### config.mk
export PLATFORM = sky130hd
export DESIGN_NAME = vec_unit_ctrl
export DESIGN_NICKNAME = d
export VERILOG_FILES = /design/src/rtl/vec_unit_ctrl.sv
export SDC_FILE = /design/constraint.sdc
export NUM_CORES = 1
export LEC_CHECK = 0
export CORE_MARGIN = 2
export CORE_UTILIZATION = 55
export DETAILED_ROUTE_END_ITERATION = 8
export DONT_BUFFER_PORTS = 1
export MAX_ROUTING_LAYER = met4
export PLACE_DENSITY_LB_ADDON = 0.3
export SYNTH_ARGS = -nofsm -noshare
export SYNTH_HDL_FRONTEND = slang
export SYNTH_SLANG_ARGS = --single-unit
### constraint.sdc
create_clock -name clock -period 6.05 [get_ports clock]
set_input_delay 0.605 -clock clock [delete_from_list [all_inputs] [get_ports clock]]
set_output_delay 0.605 -clock clock [all_outputs]
set_load 0.02 [all_outputs]
### src/rtl/vec_unit_ctrl.sv
// vec_unit_ctrl: command sequencer for the vector unit.
// Buffers vector-op commands in a FIFO. For each command it issues one RF read,
// waits RD_LAT cycles, then writes the vector-unit result back and signals done.
// No vector data passes through this block; it only drives control and addresses.
// Optional build macro: VEC_CTRL_PERF_EN adds the perf_cmds and perf_busy_cycles counters.
module vec_unit_ctrl #(
  parameter int REG_AW    = 3,
  parameter int CMD_DEPTH = 4,
  parameter int RD_LAT    = 1
) (
  input  logic                           clock,
  input  logic                           reset_n,
  input  logic                           cmd_valid,
  output logic                           cmd_ready,
  input  logic [2:0]                     cmd_op,
  input  logic [REG_AW-1:0]              cmd_dst,
  input  logic [REG_AW-1:0]              cmd_src1,
  input  logic [REG_AW-1:0]              cmd_src2,
  input  logic                           halt,
  output logic                           rf_rd_en,
  output logic [REG_AW-1:0]              rf_rd_addr1,
  output logic [REG_AW-1:0]              rf_rd_addr2,
  output logic [2:0]                     vu_op,
  output logic                           rf_wr_en,
  output logic [REG_AW-1:0]              rf_wr_addr,
  output logic                           busy,
  output logic                           done,
  output logic [REG_AW-1:0]              done_dst,
  output logic [$clog2(CMD_DEPTH):0]     fifo_count
`ifdef VEC_CTRL_PERF_EN
  ,
  output logic [31:0]                    perf_cmds,
  output logic [31:0]                    perf_busy_cycles
`endif
);

  localparam int PW = $clog2(CMD_DEPTH);
  localparam int EW = 3 + 3 * REG_AW;

  typedef enum logic [1:0] {IDLE, READ, EXEC} state_t;

  state_t              state, state_next;
  logic [EW-1:0]       fifo_mem [CMD_DEPTH];
  logic [PW-1:0]       wr_ptr, rd_ptr;
  logic [PW:0]         count;
  logic                push, pop, full;
  logic [2:0]          wait_cnt;
  logic                wait_last;
  logic [2:0]          cur_op;
  logic [REG_AW-1:0]   cur_dst, cur_src1, cur_src2;

  // cmd_ready looks only at occupancy, so a full FIFO refuses a push even if it pops that cycle
  assign full      = (count == (PW+1)'(CMD_DEPTH));
  assign cmd_ready = !full;
  assign push      = cmd_valid && cmd_ready;
  assign wait_last = (wait_cnt == 3'(RD_LAT - 1));

  assign fifo_count  = count;
  assign busy        = (state != IDLE) || (count != '0);
  assign rf_rd_addr1 = cur_src1;
  assign rf_rd_addr2 = cur_src2;
  assign rf_wr_addr  = cur_dst;

  // FIFO storage; contents are don't-care while the slot is empty, so no reset needed
  always_ff @(posedge clock) begin
    if (push) fifo_mem[wr_ptr] <= {cmd_op, cmd_dst, cmd_src1, cmd_src2};
  end

  // FIFO pointers and occupancy; pointers wrap naturally because depth is a power of two
  always_ff @(posedge clock or negedge reset_n) begin
    if (!reset_n) begin
      wr_ptr <= '0;
      rd_ptr <= '0;
      count  <= '0;
    end else begin
      if (push) wr_ptr <= wr_ptr + 1'b1;
      if (pop)  rd_ptr <= rd_ptr + 1'b1;
      if (push && !pop)      count <= count + 1'b1;
      else if (pop && !push) count <= count - 1'b1;
    end
  end

  // FSM state register
  always_ff @(posedge clock or negedge reset_n) begin
    if (!reset_n) state <= IDLE;
    else          state <= state_next;
  end

  // Next-state and strobes: halt only matters in IDLE, a popped command always finishes
  always_comb begin
    state_next = state;
    pop        = 1'b0;
    rf_rd_en   = 1'b0;
    rf_wr_en   = 1'b0;
    case (state)
      IDLE: begin
        if ((count != '0) && !halt) begin
          pop        = 1'b1;
          state_next = READ;
        end
      end
      READ: begin
        rf_rd_en = (wait_cnt == 3'd0);
        if (wait_last) state_next = EXEC;
      end
      EXEC: begin
        rf_wr_en   = 1'b1;
        state_next = IDLE;
      end
      default: state_next = IDLE;
    endcase
  end

  // Current command, read-latency counter, op select and completion pulse
  always_ff @(posedge clock or negedge reset_n) begin
    if (!reset_n) begin
      cur_op   <= '0;
      cur_dst  <= '0;
      cur_src1 <= '0;
      cur_src2 <= '0;
      wait_cnt <= '0;
      vu_op    <= '0;
      done     <= 1'b0;
      done_dst <= '0;
    end else begin
      if (pop) begin
        {cur_op, cur_dst, cur_src1, cur_src2} <= fifo_mem[rd_ptr];
        wait_cnt <= '0;
      end else if (state == READ) begin
        wait_cnt <= wait_cnt + 1'b1;
      end
      if ((state == READ) && wait_last) vu_op <= cur_op;
      done <= (state == EXEC);
      if (state == EXEC) done_dst <= cur_dst;
    end
  end

`ifdef VEC_CTRL_PERF_EN
  // Performance counters: completed commands and non-idle cycles, both wrapping at 2**32
  always_ff @(posedge clock or negedge reset_n) begin
    if (!reset_n) begin
      perf_cmds        <= '0;
      perf_busy_cycles <= '0;
    end else begin
      if (done)           perf_cmds        <= perf_cmds + 32'd1;
      if (state != IDLE)  perf_busy_cycles <= perf_busy_cycles + 32'd1;
    end
  end
`endif

endmodule

==> qor.csv <==
stage,metric,value,unit
logic_synthesis,syn_nets,194,
logic_synthesis,post-synthesis cell count,170,
final_layout,register area,2217,um2
detailed_routing,TritonRoute pass-1 iters,4,
clock_network,CTS tree,yes,
power,Lkg Pwr,1.299,nW
power,power per cell area,530.5,nW/um2
critical_path,"Arr. time, crit path",2650,ps
logic_synthesis,Synth top area share,45.55,%
timing,total negative setup slack,0,ps
detailed_routing,WL/cell,19.26,um
timing,Worst Max-Slew Pin Slew,864.6,ps
timing,final max-slew violation count,0,
global_route,Total GRT Usage,18.21,%
timing,"Hold Vio Cnt, Final",0,
die,Rows,27,
final_layout,"most common cell after layout, fill and taps aside",edfxtp_1,
critical_path,crit path max fanout,16,
clock_network,clock latency on the worst-skew pair,340,ps
detailed_routing,via count,1431,
critical_path,CP required,6310,ps
clock_network,CTS sink cnt,79,
final_layout,layout overhead on the synthesized area,7.869,%
hold_path,worst hold path type,primary input to async pin,
detailed_routing,WL met3,340,um
timing,final worst-path cycle share,39.51,%
detailed_routing,vias per inst,5.612,
critical_path,Startpoint Class,flip-flop,
die,CORE AREA,5540,um2
logic_synthesis,post-synthesis area per instance,18.61,um2
clock_network,CTS buffer count,9,
clock_network,Longest Clk Path Bufs,2,
clock_network,H-tree depth,3,
logic_synthesis,leading area contributor after synthesis,edfxtp_1,
clock_network,number of post-CTS setup repair buffers,0,
clock_network,"Clk pin slew, worst setup/hold paths",70,ps
status,outcome,completed,
power,VDD IR max,307.8,uV
timing,Max Clock Freq,418.3,MHz
final_layout,fillers,406,
detailed_routing,DR top layer,met4,
detailed_routing,DRT antenna net count,0,
detailed_routing,met2 WL post-DR,2528,um
global_route,GRT overflow,0,
job,Max-Cap Viols,0,
timing,worst rel slew slack,42.36,%
critical_path,type of the worst setup path,flip-flop to flip-flop,
die,Die W,79.85,um
place,Final Wtd Congestion,0.7307,
final_layout,most frequent cells in the layout,"48 x edfxtp_1, 31 x dfrtp_1, 13 x nand2_1",
timing,Worst Skew,4.171,ps
logic_synthesis,"Distinct cells, synth",27,
timing,Tmin final,2391,ps
detailed_routing,M1 WL,1985,um
global_route,first-pass GRT wire length,7990,um
detailed_routing,DRC,0,
critical_path,CP Capture Type,flip-flop,
die,I/O Pins,39,
final_layout,share of cells above drive strength 1,23.50,%
global_route,pin count of the biggest net entering global routing,32,
final_layout,Nets,203,
logic_synthesis,sequential cell area fraction in the yosys report,70.07,%
clock_network,CTS Root Cell,clkbuf_8,
detailed_routing,drt first-iter violations,35,
detailed_routing,Routed Wire Length,4911,um
logic_synthesis,Post-Syn Area,3164,um2
timing,Final setup viols,0,
die,Starting Density,57.11,%
global_route,vias in the first global route,1564,
final_layout,Util after Layout,61.61,%
die,Die Y,79.85,um
global_route,initial antenna violation count,0,
logic_synthesis,Syn. warnings,0,
place,Port Buffers,0,
place,hpwl dp,3222,um
final_layout,multi-input logic area,870.8,um2
die,total die area,6376,um2
timing,RSZ-0062 raised after global routing,false,
final_layout,Antenna Cells,0,
logic_synthesis,synth top area cells,"edfxtp_1 46%, dfrtp_1 25%, mux4_2 5.7%",
logic_synthesis,Seq cells post-synth,79,
[worst max-delay path: stages (launching register included)]
cell and delay [ps]:
dfrtp_1 510, nor3_2 360, nor4_4 50, buf_4 220, inv_2 100, ha_1 170
inv_1 60, fa_1 380, xor2_1 170, nor2_1 110, xor2_1 170
[synth_stat cells]
master / n
a21boi_2: 1
and2_1: 4
buf_12: 1
buf_6: 2
clkbuf_1: 1
dfrtp_1: 31
edfxtp_1: 48
fa_1: 1
ha_1: 7
inv_1: 7
inv_2: 1
mux2_2: 11
mux2_4: 6
mux4_1: 4
mux4_2: 8
nand2_1: 13
nand2b_1: 3
nand3b_1: 1
nor2_1: 4
nor2b_1: 3
nor3_2: 1
nor4_4: 1
nor4bb_1: 1
o21ai_0: 2
o22ai_1: 1
xnor2_1: 3
xor2_1: 4
[final timing paths]
path | from | to | slack (ps) | cells after the start
worst max-delay path | fifo_count[2] | fifo_count[2] | 3660 | 10
worst min-delay path | reset_n | rd_ptr[1] | 90 | 1
worst max register to register | fifo_count[2] | fifo_count[2] | 3660 | 10
worst min register to register | cur_op[1] | cur_op[1] | 510 | 1
max in group asynchronous | reset_n | rf_rd_addr1[1] | 5790 | 1
min in group clock | cmd_src2[0] | fifo_mem[0][0] | 360 | 0
[report_power, final]
group / switching (mW) / internal, mW
clock network: 0.167 / 0.185
registers: 0.230 / 0.751
logic: 0.212 / 0.265
[what timing repair did]
item | 4_1_cts | 5_1_grt
gates resized for setup | 0 | 0
hold endpoints to repair | 31 | 0
hold buffers | 1 | 0
[through the flow]
step / setup WS (ps) / area [um2] / power (mW) / cells / hold slack, ps
2_1_floorplan: 3771 / 3164 / 1.370 / 170 / 309.4
3_3_place_gp: 3754 / 3216 / 1.433 / 239 / 310.2
3_5_place_dp: 3672 / 3216 / 1.477 / 239 / 310.0
4_1_cts: 3652 / 3413 / 1.836 / 255 / 77.88
5_1_grt: 3466 / 3413 / 1.922 / 255 / 81.40
6_report: 3659 / 3413 / 1.811 / 255 / 88.72
[kinds of logic after synthesis]
family | share of synthesized area, %
muxes | 15.78
adders and majority gates | 3.400
DFF | 70.07
buffers and inverters | 2.412
AOI/OAI and AO/OA | 0.8700
and+or+nand+nor | 5.536
xor gates and xnor gates | 1.938
[registers in the layout, summed over array words and instances, names as in the netlist]
register,flops
fifo_mem,48
cur_op,3
done_dst,3
fifo_count,3
rf_rd_addr1,3
rf_rd_addr2,3
rf_wr_addr,3
vu_op,3
wait_cnt,3
rd_ptr,2
state,2
wr_ptr,2
done,1
[cell type report]
cell class              instances  share of cell area (%)
flip-flops and latches         79                   64.96
multi-input cells              79                   25.51
clock buffers                  10                   3.739
well taps                      72                   2.639
clock inverters                 5                   1.466
inverters                       8                  0.8798
repair buffers                  2                  0.8065
[per-layer routing]
layer,up-vias,GRT usage [%]
met5,-,-
met2,42,29.92
li1,644,-
met1,739,20.76
met4,0,4.576
met3,6,7.919
(Power assumes the default switching activity.)
